===== config.mk =====
export PLATFORM = sky130hd
export DESIGN_NAME = alu_multicycle
export DESIGN_NICKNAME = d
export VERILOG_FILES = /design/src/rtl/alu_pkg.sv /design/src/rtl/alu_iter_muldiv.sv /design/src/rtl/alu_multicycle.sv
export SDC_FILE = /design/constraint.sdc
export NUM_CORES = 1
export LEC_CHECK = 0
export ABC_AREA = 1
export CELL_PAD_IN_SITES_DETAIL_PLACEMENT = 2
export CELL_PAD_IN_SITES_GLOBAL_PLACEMENT = 2
export CORE_UTILIZATION = 36
export CTS_BUF_LIST = sky130_fd_sc_hd__clkbuf_8
export CTS_CLUSTER_DIAMETER = 120
export DETAILED_ROUTE_END_ITERATION = 12
export PLACE_DENSITY = 0.94
export SETUP_SLACK_MARGIN = 0.2
export SYNTH_ARGS = -nofsm -noshare
export SYNTH_HDL_FRONTEND = slang
export SYNTH_SLANG_ARGS = --single-unit

===== constraint.sdc =====
create_clock -name clk -period 10.78 [get_ports clk]
set_input_delay 2.156 -clock clk [delete_from_list [all_inputs] [get_ports clk]]
set_output_delay 2.156 -clock clk [all_outputs]
set_load 0.1 [all_outputs]

===== src/rtl/alu_pkg.sv =====
`default_nettype none
// ============================================================================
//  Module   : alu_pkg
//  Purpose  : Shared opcode and FSM state types for alu_multicycle, plus a
//             helper that identifies the iterative (multi-cycle) opcodes.
//  Ports    : n/a (package)
//  Revision : 1.0 - initial release
// ============================================================================
package alu_pkg;

  typedef enum logic [3:0] {
    OP_ADD  = 4'd0,
    OP_SUB  = 4'd1,
    OP_AND  = 4'd2,
    OP_OR   = 4'd3,
    OP_SLT  = 4'd4,
    OP_SLTU = 4'd5,
    OP_XOR  = 4'd6,
    OP_NOR  = 4'd7,
    OP_SLL  = 4'd8,
    OP_SRL  = 4'd9,
    OP_SRA  = 4'd10,
    OP_MULU = 4'd11,
    OP_DIVU = 4'd12
  } alu_op_e;

  typedef enum logic [1:0] {
    IDLE = 2'd0,
    BUSY = 2'd1,
    DONE = 2'd2
  } alu_state_e;

  // MULU and DIVU go through the shared iterative datapath.
  function automatic logic op_is_multicycle(input logic [3:0] op);
    return (op == OP_MULU) || (op == OP_DIVU);
  endfunction

endpackage
`default_nettype wire


===== src/rtl/alu_iter_muldiv.sv =====
`default_nettype none
// ============================================================================
//  Module   : alu_iter_muldiv
//  Purpose  : Shared WIDTH-iteration datapath: shift-add unsigned multiply or
//             restoring unsigned divide, one bit per cycle.
//  Ports    : clk, reset      - clock, synchronous active-high reset
//             start           - load operands and perform the first iteration
//             mode_div        - 1 = divide (a/b), 0 = multiply (a*b)
//             op_a, op_b      - operands, sampled only when start=1
//             res_lo          - low product / quotient
//             res_hi          - high product / remainder
//             done            - all WIDTH iterations complete
//  Revision : 1.0 - initial release
// ============================================================================
module alu_iter_muldiv #(
  parameter int WIDTH = 16
) (
  input  logic             clk,
  input  logic             reset,
  input  logic             start,
  input  logic             mode_div,
  input  logic [WIDTH-1:0] op_a,
  input  logic [WIDTH-1:0] op_b,
  output logic [WIDTH-1:0] res_lo,
  output logic [WIDTH-1:0] res_hi,
  output logic             done
);

  localparam int CNT_W = $clog2(WIDTH + 1);

  // acc: high product / partial remainder; shr: multiplier / dividend that
  // shifts out while product / quotient bits shift in; opnd: multiplicand / divisor.
  logic [WIDTH-1:0] acc_q, acc_d;
  logic [WIDTH-1:0] shr_q, shr_d;
  logic [WIDTH-1:0] opnd_q, opnd_d;
  logic             div_q, div_d;
  logic [CNT_W-1:0] cnt_q, cnt_d;

  logic [WIDTH-1:0] src_acc, src_shr, src_opnd;
  logic             src_div;
  logic [WIDTH:0]   mul_sum;
  logic [WIDTH:0]   div_trial;
  logic [WIDTH-1:0] div_diff;
  logic             div_ge;

  always_comb begin
    // The first iteration runs on the start edge straight from the operands,
    // so WIDTH iterations finish WIDTH-1 cycles after start.
    src_acc  = start ? '0 : acc_q;
    src_shr  = start ? (mode_div ? op_a : op_b) : shr_q;
    src_opnd = start ? (mode_div ? op_b : op_a) : opnd_q;
    src_div  = start ? mode_div : div_q;

    mul_sum   = {1'b0, src_acc} + (src_shr[0] ? {1'b0, src_opnd} : '0);
    div_trial = {src_acc, src_shr[WIDTH-1]};
    div_ge    = div_trial >= {1'b0, src_opnd};
    // When div_ge holds, the true difference is below the divisor, so the
    // low WIDTH bits are exact.
    div_diff  = div_trial[WIDTH-1:0] - src_opnd;

    acc_d  = acc_q;
    shr_d  = shr_q;
    opnd_d = opnd_q;
    div_d  = div_q;
    cnt_d  = cnt_q;

    if (start || (cnt_q != '0)) begin
      opnd_d = src_opnd;
      div_d  = src_div;
      cnt_d  = start ? CNT_W'(WIDTH - 1) : cnt_q - CNT_W'(1);
      if (src_div) begin
        acc_d = div_ge ? div_diff : div_trial[WIDTH-1:0];
        shr_d = {src_shr[WIDTH-2:0], div_ge};
      end else begin
        acc_d = mul_sum[WIDTH:1];
        shr_d = {mul_sum[0], src_shr[WIDTH-1:1]};
      end
    end
  end

  always_ff @(posedge clk) begin
    if (reset) begin
      acc_q  <= '0;
      shr_q  <= '0;
      opnd_q <= '0;
      div_q  <= 1'b0;
      cnt_q  <= '0;
    end else begin
      acc_q  <= acc_d;
      shr_q  <= shr_d;
      opnd_q <= opnd_d;
      div_q  <= div_d;
      cnt_q  <= cnt_d;
    end
  end

  assign res_lo = shr_q;
  assign res_hi = acc_q;
  assign done   = (cnt_q == '0);

endmodule
`default_nettype wire


===== src/rtl/alu_multicycle.sv =====
`default_nettype none
// ============================================================================
//  Module   : alu_multicycle
//  Purpose  : WIDTH-bit ALU with registered results and valid/ready
//             handshakes; single-cycle logic/arith/shift ops plus iterative
//             unsigned multiply and divide.
//  Ports    : clk, reset           - clock, synchronous active-high reset
//             in_valid / in_ready  - operand handshake (ready only in IDLE)
//             a, b, alu_control    - operands and opcode
//             out_valid / out_ready- result handshake
//             result, result_hi    - primary / secondary result
//             zero, carry, overflow, div_by_zero - status flags
//  Revision : 1.0 - initial release
// ============================================================================
module alu_multicycle
  import alu_pkg::*;
#(
  parameter int WIDTH = 16
) (
  input  logic             clk,
  input  logic             reset,
  input  logic             in_valid,
  output logic             in_ready,
  input  logic [WIDTH-1:0] a,
  input  logic [WIDTH-1:0] b,
  input  logic [3:0]       alu_control,
  output logic             out_valid,
  input  logic             out_ready,
  output logic [WIDTH-1:0] result,
  output logic [WIDTH-1:0] result_hi,
  output logic             zero,
  output logic             carry,
  output logic             overflow,
  output logic             div_by_zero
);

  localparam int SHAMT_W = $clog2(WIDTH);
  localparam int MSB     = WIDTH - 1;

  alu_state_e       state_q, state_d;
  logic [WIDTH-1:0] a_q, a_d, b_q, b_d;
  logic [3:0]       op_q, op_d;
  logic [WIDTH-1:0] result_q, result_d, result_hi_q, result_hi_d;
  logic             zero_q, zero_d, carry_q, carry_d;
  logic             overflow_q, overflow_d, dbz_q, dbz_d;

  // ---------------- single-cycle datapath ----------------
  logic [WIDTH:0]   add_w, sub_w;
  logic [SHAMT_W-1:0] shamt;
  logic [WIDTH-1:0] sc_result;
  logic             sc_carry, sc_overflow, sc_defined;

  always_comb begin
    add_w       = {1'b0, a} + {1'b0, b};
    sub_w       = {1'b0, a} + {1'b0, ~b} + {{WIDTH{1'b0}}, 1'b1};
    shamt       = b[SHAMT_W-1:0];
    sc_result   = '0;
    sc_carry    = 1'b0;
    sc_overflow = 1'b0;
    sc_defined  = 1'b1;
    case (alu_control)
      OP_ADD: begin
        sc_result   = add_w[WIDTH-1:0];
        sc_carry    = add_w[WIDTH];
        sc_overflow = (a[MSB] == b[MSB]) && (add_w[MSB] != a[MSB]);
      end
      OP_SUB: begin
        sc_result   = sub_w[WIDTH-1:0];
        sc_carry    = sub_w[WIDTH];
        sc_overflow = (a[MSB] != b[MSB]) && (sub_w[MSB] != a[MSB]);
      end
      OP_AND:  sc_result = a & b;
      OP_OR:   sc_result = a | b;
      OP_SLT:  sc_result = {{(WIDTH-1){1'b0}}, ($signed(a) < $signed(b))};
      OP_SLTU: sc_result = {{(WIDTH-1){1'b0}}, (a < b)};
      OP_XOR:  sc_result = a ^ b;
      OP_NOR:  sc_result = ~(a | b);
      OP_SLL:  sc_result = a << shamt;
      OP_SRL:  sc_result = a >> shamt;
      OP_SRA:  sc_result = $signed(a) >>> shamt;
      default: sc_defined = 1'b0;  // opcodes 13-15 give all-zero outputs
    endcase
  end

  // ---------------- iterative multiply / divide ----------------
  logic             md_start, md_done;
  logic [WIDTH-1:0] md_lo, md_hi;

  assign md_start = in_valid && in_ready && op_is_multicycle(alu_control);

  alu_iter_muldiv #(.WIDTH(WIDTH)) u_muldiv (
    .clk      (clk),
    .reset    (reset),
    .start    (md_start),
    .mode_div (alu_control == OP_DIVU),
    .op_a     (a),
    .op_b     (b),
    .res_lo   (md_lo),
    .res_hi   (md_hi),
    .done     (md_done)
  );

  // ---------------- FSM and output registers ----------------
  always_comb begin
    state_d     = state_q;
    a_d         = a_q;
    b_d         = b_q;
    op_d        = op_q;
    result_d    = result_q;
    result_hi_d = result_hi_q;
    zero_d      = zero_q;
    carry_d     = carry_q;
    overflow_d  = overflow_q;
    dbz_d       = dbz_q;

    case (state_q)
      IDLE: begin
        if (in_valid) begin
          a_d  = a;
          b_d  = b;
          op_d = alu_control;
          if (op_is_multicycle(alu_control)) begin
            state_d = BUSY;
          end else begin
            state_d     = DONE;
            result_d    = sc_result;
            result_hi_d = '0;
            zero_d      = sc_defined && (sc_result == '0);
            carry_d     = sc_carry;
            overflow_d  = sc_overflow;
            dbz_d       = 1'b0;
          end
        end
      end
      BUSY: begin
        if (md_done) begin
          state_d    = DONE;
          carry_d    = 1'b0;
          overflow_d = 1'b0;
          if ((op_q == OP_DIVU) && (b_q == '0)) begin
            result_d    = '1;
            result_hi_d = a_q;
            dbz_d       = 1'b1;
          end else begin
            result_d    = md_lo;
            result_hi_d = md_hi;
            dbz_d       = 1'b0;
          end
          zero_d = (result_d == '0);
        end
      end
      DONE: begin
        if (out_ready) state_d = IDLE;
      end
      default: state_d = IDLE;
    endcase
  end

  always_ff @(posedge clk) begin
    if (reset) begin
      state_q     <= IDLE;
      a_q         <= '0;
      b_q         <= '0;
      op_q        <= '0;
      result_q    <= '0;
      result_hi_q <= '0;
      zero_q      <= 1'b0;
      carry_q     <= 1'b0;
      overflow_q  <= 1'b0;
      dbz_q       <= 1'b0;
    end else begin
      state_q     <= state_d;
      a_q         <= a_d;
      b_q         <= b_d;
      op_q        <= op_d;
      result_q    <= result_d;
      result_hi_q <= result_hi_d;
      zero_q      <= zero_d;
      carry_q     <= carry_d;
      overflow_q  <= overflow_d;
      dbz_q       <= dbz_d;
    end
  end

  assign in_ready    = (state_q == IDLE);
  assign out_valid   = (state_q == DONE);
  assign result      = result_q;
  assign result_hi   = result_hi_q;
  assign zero        = zero_q;
  assign carry       = carry_q;
  assign overflow    = overflow_q;
  assign div_by_zero = dbz_q;

endmodule
`default_nettype wire


==> metrics, run 1 <==
status=finished clean; most used cell, CP=o21ai_0; startpoint types=input port; dpl cells=2446; WL final=68.2 mm; Setup Skew=0.0339 ns; number of fillers in the final layout=4017; syn_nets=2135; internal power=1.14 mW; Seq/Total Area, Yosys=21.6%; kind of cell adding the most delay to the critical path=buffers and inverters; Initial Utilization=36.6%; vias in the first global route=16500; Rows=66; Highest Signal Layer=met5; core area=32500 um^2; CTS root buffer=clkbuf_8; first-pass GRT wire length=102 mm; Critical Path RT=11.20 ns; RSZ-0062 raised after global routing=false; accumulated negative setup slack=0 ns; die area=33700 um^2; Multi-input gate area=8100 um^2; layout cell share with drive strength beyond 1=3.59%; drt first pass iters=5; initial antenna violation count=6; Final GP Congestion=0.936; Max-Cap Viols=0; post-synthesis cell count=2003; number of setup buffers added after CTS=0; Post-Layout Cell Count=2480; Sw Ratio=52.8%; Vias per Instance=6.19; Synth cell types=51; clock share of power=21.7%; initial drt markers=1335; Psw=1.27 mW; Max stage delay on crit path=0.60 ns; clk buf depth=2; area grow syn2layout=12.5%; largest net degree at the start of global routing=72; M1 WL=27.4 mm; Remaining DRCs=0; Yosys top cell by area=dfxtp_1; port bufs=77; fin crit period=7.96 ns; die width=184 um; Slew Limit Fails=0; Critical-path top delay cell=nor2_4; worst-margin pin slew=1.31 ns; Worst VDD drop=0.232 mV; WP buf/inv=8; Met2 Wirelength=31.3 mm; class of the worst hold path=reg -> reg; GRT Overall Usage=40.4%; grt ovf=0; Final setup violation count=0; # IOs=78; Hold Slack=0.475 ns; Clk Latency, worst-skew pair=0.53 ns; Seq. cell area=2560 um^2; #FFs+latches synth=128; CP arrival=8.38 ns; via count=15300; die height=184 um; CP Capture Type=register; cts hold-fix bufs=0; top post-synthesis cells by area=dfxtp_1 (22%), nand2_1 (18%), ha_1 (9.3%); most frequent cells in the layout=nand2_1 (555), nand3_1 (216), inv_1 (201); Sequential Power Share=24.8%; worst-path fanout max=63; crit path kind=in -> reg; Leak=6.14 nW; WL/cell=27.5 um; total CTS buffers=17; synthesized area=11900 um^2; nets@finish=2155; CTS tree=yes; antenna-violating nets left=0; period utilization=73.8%; Clock transition at path regs=0.09 ns; Post-Syn Area per Cell=5.93 um^2; Clock Sinks=128; H-tree Lvls=4; top_reg_cell synth=dfxtp_1; synth warn=0; most common cell after layout, fill and taps aside=nand2_1; pwr dens=180 nW/um^2; combinational group share of total power=53.6%; Post-synth EDFFs=0; Final Hold Vio Count=0; HPWL after DPL=48.7 mm; Slew Limit Headroom=12.1%; achievable clock frequency=0.126 GHz; Async S/R FF share, synth=0%; post-CTS sizing=0; post-synth top area share=21.6%; DR WL met3=5.33 mm
## cell usage after synthesis (2+ instances only)
cell type	count
clkinv_1	5
o21a_1	3
nand4_1	27
nor4_1	8
nand3b_1	3
fa_1	4
a21o_1	5
o211ai_1	57
a31oi_1	11
mux2i_1	6
xor2_1	13
a21oi_1	158
nand2_1	555
buf_1	2
nor2_2	2
nand2_2	4
o22ai_1	7
o21ai_1	5
buf_2	22
ha_1	88
clkbuf_1	65
nor3_1	12
nor2_4	3
xnor2_1	9
buf_6	4
o21bai_1	4
nor2_1	193
a211oi_1	2
dfxtp_1	128
o31ai_1	2
o21ai_0	155
nand3_1	216
inv_2	7
inv_1	201
## flip-flops by register name, summed over array words and instances (netlist names), 2 cells and up
signal	cells
u_muldiv.res_hi	16
op_q	4
u_muldiv.res_lo	16
result_hi	16
u_muldiv.cnt_q	5
a_q	16
state_q	2
result	16
u_muldiv.opnd_q	16
b_q	16
## cell families (layout without fill, tap and decap cells)
logic type	count (synthesis)	after routing	synth area share, %
compound gates	417	417	19.7
xor+xnor	22	22	1.62
flops	128	128	21.6
other cells	0	3	0
fa+ha+maj	92	92	9.95
simple gates	1031	1031	36.5
mux	6	6	0.506
buf+inv	307	339	10.2
## power groups by stage
stage,combinational (mW),sequential [mW],clock (mW)
2_1_floorplan,0.776,0.622,0
3_3_place_gp,1.11,0.589,0
3_5_place_dp,1.19,0.598,0
4_1_cts,1.25,0.592,0.518
5_1_grt,1.37,0.598,0.531
6_report,1.29,0.596,0.521
## final timing paths
kind                                startpoint                   to  slack, ns  depth (start not counted)
worst max-delay path            alu_control[1]  u_muldiv.res_hi[14]       2.82                         25
worst min-delay path               div_by_zero          div_by_zero       0.47                          2
worst max register to register      state_q[1]  u_muldiv.res_hi[14]       5.04                         21
worst min register to register     div_by_zero          div_by_zero       0.47                          2
## layer usage
metal  track usage [%]  vias to the layer above
met1              48.1                     7681
li1                  -                     6659
met2              66.1                      733
met4              24.5                        6
met5                 0                        -
met3              9.15                      263
## worst reg2reg max path: stages (launching register included)
cell	delay [ns]
dfxtp_1	0.35
nor2_1	0.26
nand2_1	0.30
nor2_4	0.67
inv_2	0.31
o21ai_0	0.32
clkinv_1	0.58
nor2_1	0.38
ha_1	0.23
a21oi_1	0.08
o21ai_0	0.46
inv_1	0.08
o21ai_0	0.30
inv_1	0.15
o21ai_0	0.47
nand3_1	0.21
nand2_1	0.12
nand2_1	0.05
nand3_1	0.07
nand3_1	0.10
nand2_1	0.11
inv_1	0.05
## final cells by class
type | instances | area share (%)
multi-input cells | 1568 | 60.6
flip-flops and latches | 128 | 19.2
repair buffers | 95 | 6.74
inverters | 213 | 5.98
well taps | 442 | 4.14
clock buffers | 17 | 1.75
clock inverters | 14 | 1.54
diodes | 3 | 0.0562
## stage by stage
stage | utilization, % | setup WS [ns] | area (um^2) | power (mW)
after floorplan | - | 5.52 | 11900 | 1.40
after global placement | 39.8 | 3.43 | 12900 | 1.70
after detailed placement | 39.8 | 2.82 | 12900 | 1.79
after CTS | 41.1 | 3.10 | 13400 | 2.36
after global routing | 41.1 | 2.58 | 13400 | 2.50
final | 41.2 | 2.82 | 13400 | 2.41
(Power assumes the default switching activity.)
==> inputs of run 2 (changes only) <==
CORE_UTILIZATION = 30   (was 36)
PLACE_DENSITY = 0.85   (was 0.94)
clock period = 6.8 ns   (was 10.78 ns; I/O delays follow)
==> run 2 against run 1 <==
First-iteration DRC count down 35%. Routed wire length decreased by 12%. Clock skew fell by 0.014 ns. Clock power is 34% higher. Global-route usage decreased by 11 points. Via count decreased by 6.8%. Non-clock buffer count rose by 10. Core utilization fell by 6.5 points. Critical path depth decreased by 4. Critical endpoint is now u_muldiv.res_hi[6]. Largest power group unchanged.
==> metrics, run 2 (synthesis gave the netlist of run 1 again) <==
status=finished clean (unchanged); port bufs=77 (unchanged); period utilization=88.0%; CP Capture Type=register (unchanged); number of fillers in the final layout=4921 (was 4017); Clock Sinks=128 (unchanged); Final Hold Vio Count=0 (unchanged); Clk Latency, worst-skew pair=0.50 ns (was 0.53 ns); Final setup violation count=0 (unchanged); total power=3.57 mW (was 2.41 mW); Clock transition at path regs=0.09 ns (about the same); crit path kind=in -> reg (unchanged); Remaining DRCs=0 (unchanged); Vias per Instance=5.58 (was 6.19); post-CTS sizing=0 (unchanged); clk buf depth=2 (unchanged); CTS root buffer=clkbuf_8 (unchanged); pwr dens=265 nW/um^2 (was 180 nW/um^2); nets@finish=2165 (was 2155); first-pass GRT wire length=92.0 mm (was 102 mm); Critical Path RT=7.23 ns (was 11.20 ns); RSZ-0062 raised after global routing=false (unchanged); initial antenna violation count=2 (was 6); WL/cell=23.3 um (was 27.5 um); die height=201 um (was 184 um); initial drt markers=865 (was 1335); GRT Overall Usage=29.6% (was 40.4%); accumulated negative setup slack=0 ns (unchanged); largest net degree at the start of global routing=72 (unchanged); Rows=72 (was 66); total CTS buffers=17 (unchanged); drt first pass iters=5 (unchanged); Final WS setup=0.816 ns (was 2.82 ns); Worst VDD drop=0.253 mV (was 0.232 mV); HPWL after DPL=46.8 mm (was 48.7 mm); worst-path fanout max=41 (was 63); core area=38800 um^2 (was 32500 um^2); Setup Skew=0.0199 ns (was 0.0339 ns); Slew Limit Headroom=17.3% (was 12.1%); CTS tree=yes (unchanged); Final GP Congestion=0.987 (was 0.936); cts hold-fix bufs=0 (unchanged); Initial Utilization=30.6% (was 36.6%); area grow syn2layout=13.5% (was 12.5%); via count=14300 (was 15300); layout cell share with drive strength beyond 1=4.01% (was 3.59%); Slew Limit Fails=0 (unchanged); WL final=59.8 mm (was 68.2 mm); most frequent cells in the layout=nand2_1 (555), nand3_1 (216), inv_1 (203) (was nand2_1 (555), nand3_1 (216), inv_1 (201)); fin crit period=5.98 ns; pre-CTS setup slack=0.446 ns (was 2.82 ns); CP arrival=6.42 ns (was 8.38 ns); # IOs=78 (unchanged); Diodes inserted=0 (was 3); achievable clock frequency=0.167 GHz; antenna-violating nets left=0 (unchanged); startpoint types=input port (unchanged); die area=40400 um^2 (was 33700 um^2); H-tree Lvls=4 (unchanged); number of setup buffers added after CTS=0 (unchanged); vias in the first global route=15300 (was 16500); worst-margin pin slew=1.24 ns (was 1.31 ns); class of the worst hold path=reg -> reg (unchanged); die width=201 um (was 184 um); most common cell after layout, fill and taps aside=nand2_1 (unchanged); Leak=6.15 nW (was 6.14 nW); grt ovf=0 (unchanged); Max-Cap Viols=0 (unchanged)
## run 2: stage by stage
step           hold slack (ns)  instance area, um^2  instances  utilization, %
2_1_floorplan            0.429                11900       2003               -
3_3_place_gp             0.452                13100       2532            33.7
3_5_place_dp             0.462                13100       2532            33.7
4_1_cts                  0.475                13500       2564            34.7
5_1_grt                  0.495                13500       2564            34.7
6_report                 0.470                13500       2564            34.7
## run 2: area by class of cell
| type | count | area, um^2 | share of cell area, % |
|---|---|---|---|
| Clock buffer | 18 | 248 | 1.84 |
| Sequential cell | 128 | 2560 | 19.0 |
| Clock inverter | 14 | 143 | 1.06 |
| Multi-Input combinational cell | 1568 | 8100 | 60.1 |
| Timing Repair Buffer | 105 | 976 | 7.24 |
| Tap cell | 518 | 648 | 4.81 |
| Inverter | 213 | 800 | 5.93 |
## run 2: worst paths after layout
check / start / slack (ns) / endpoint / cells after the start
max reg2reg: state_q[1] / 1.91 / u_muldiv.res_hi[6] / 19
min: u_muldiv.cnt_q[0] / 0.47 / u_muldiv.cnt_q[0] / 2
min reg2reg: u_muldiv.cnt_q[0] / 0.47 / u_muldiv.cnt_q[0] / 2
max: alu_control[3] / 0.82 / u_muldiv.res_hi[6] / 21
## run 2: routing by layer
layer / vias to the layer above / GRT usage (%) / share of wire [%]
met1: 7177 / 39.0 / 45
li1: 6682 / - / -
met3: 100 / 3.80 / 4.4
met5: - / 0 / 0.038
met4: 4 / 10.3 / 3.2
met2: 342 / 49.5 / 47
## run 2: where the power goes
| part | leakage [nW] | total [mW] | switching [mW] | internal, mW |
|---|---|---|---|---|
| combinational | 4.91 | 1.94 | 1.39 | 0.546 |
| sequential | 1.05 | 0.927 | 0.0737 | 0.853 |
| clock | 0.194 | 0.700 | 0.366 | 0.334 |
## run 2: worst max-delay path, stage by stage
cell and delay, ns:
clkdlybuf4s50_1 0.59, inv_1 0.14, nor2_2 0.22, a21oi_2 0.14, nor2_4 0.13, buf_4 0.41
mux2i_1 0.41, ha_1 0.36, a21oi_1 0.18, nand2_1 0.13, a21oi_1 0.41, o21ai_1 0.17
nand3_1 0.12, nand2_1 0.06, nand2_1 0.47, nand2_2 0.45, inv_1 0.24, nand2_1 0.06
o21ai_0 0.08, nand2_1 0.09, a21oi_1 0.16
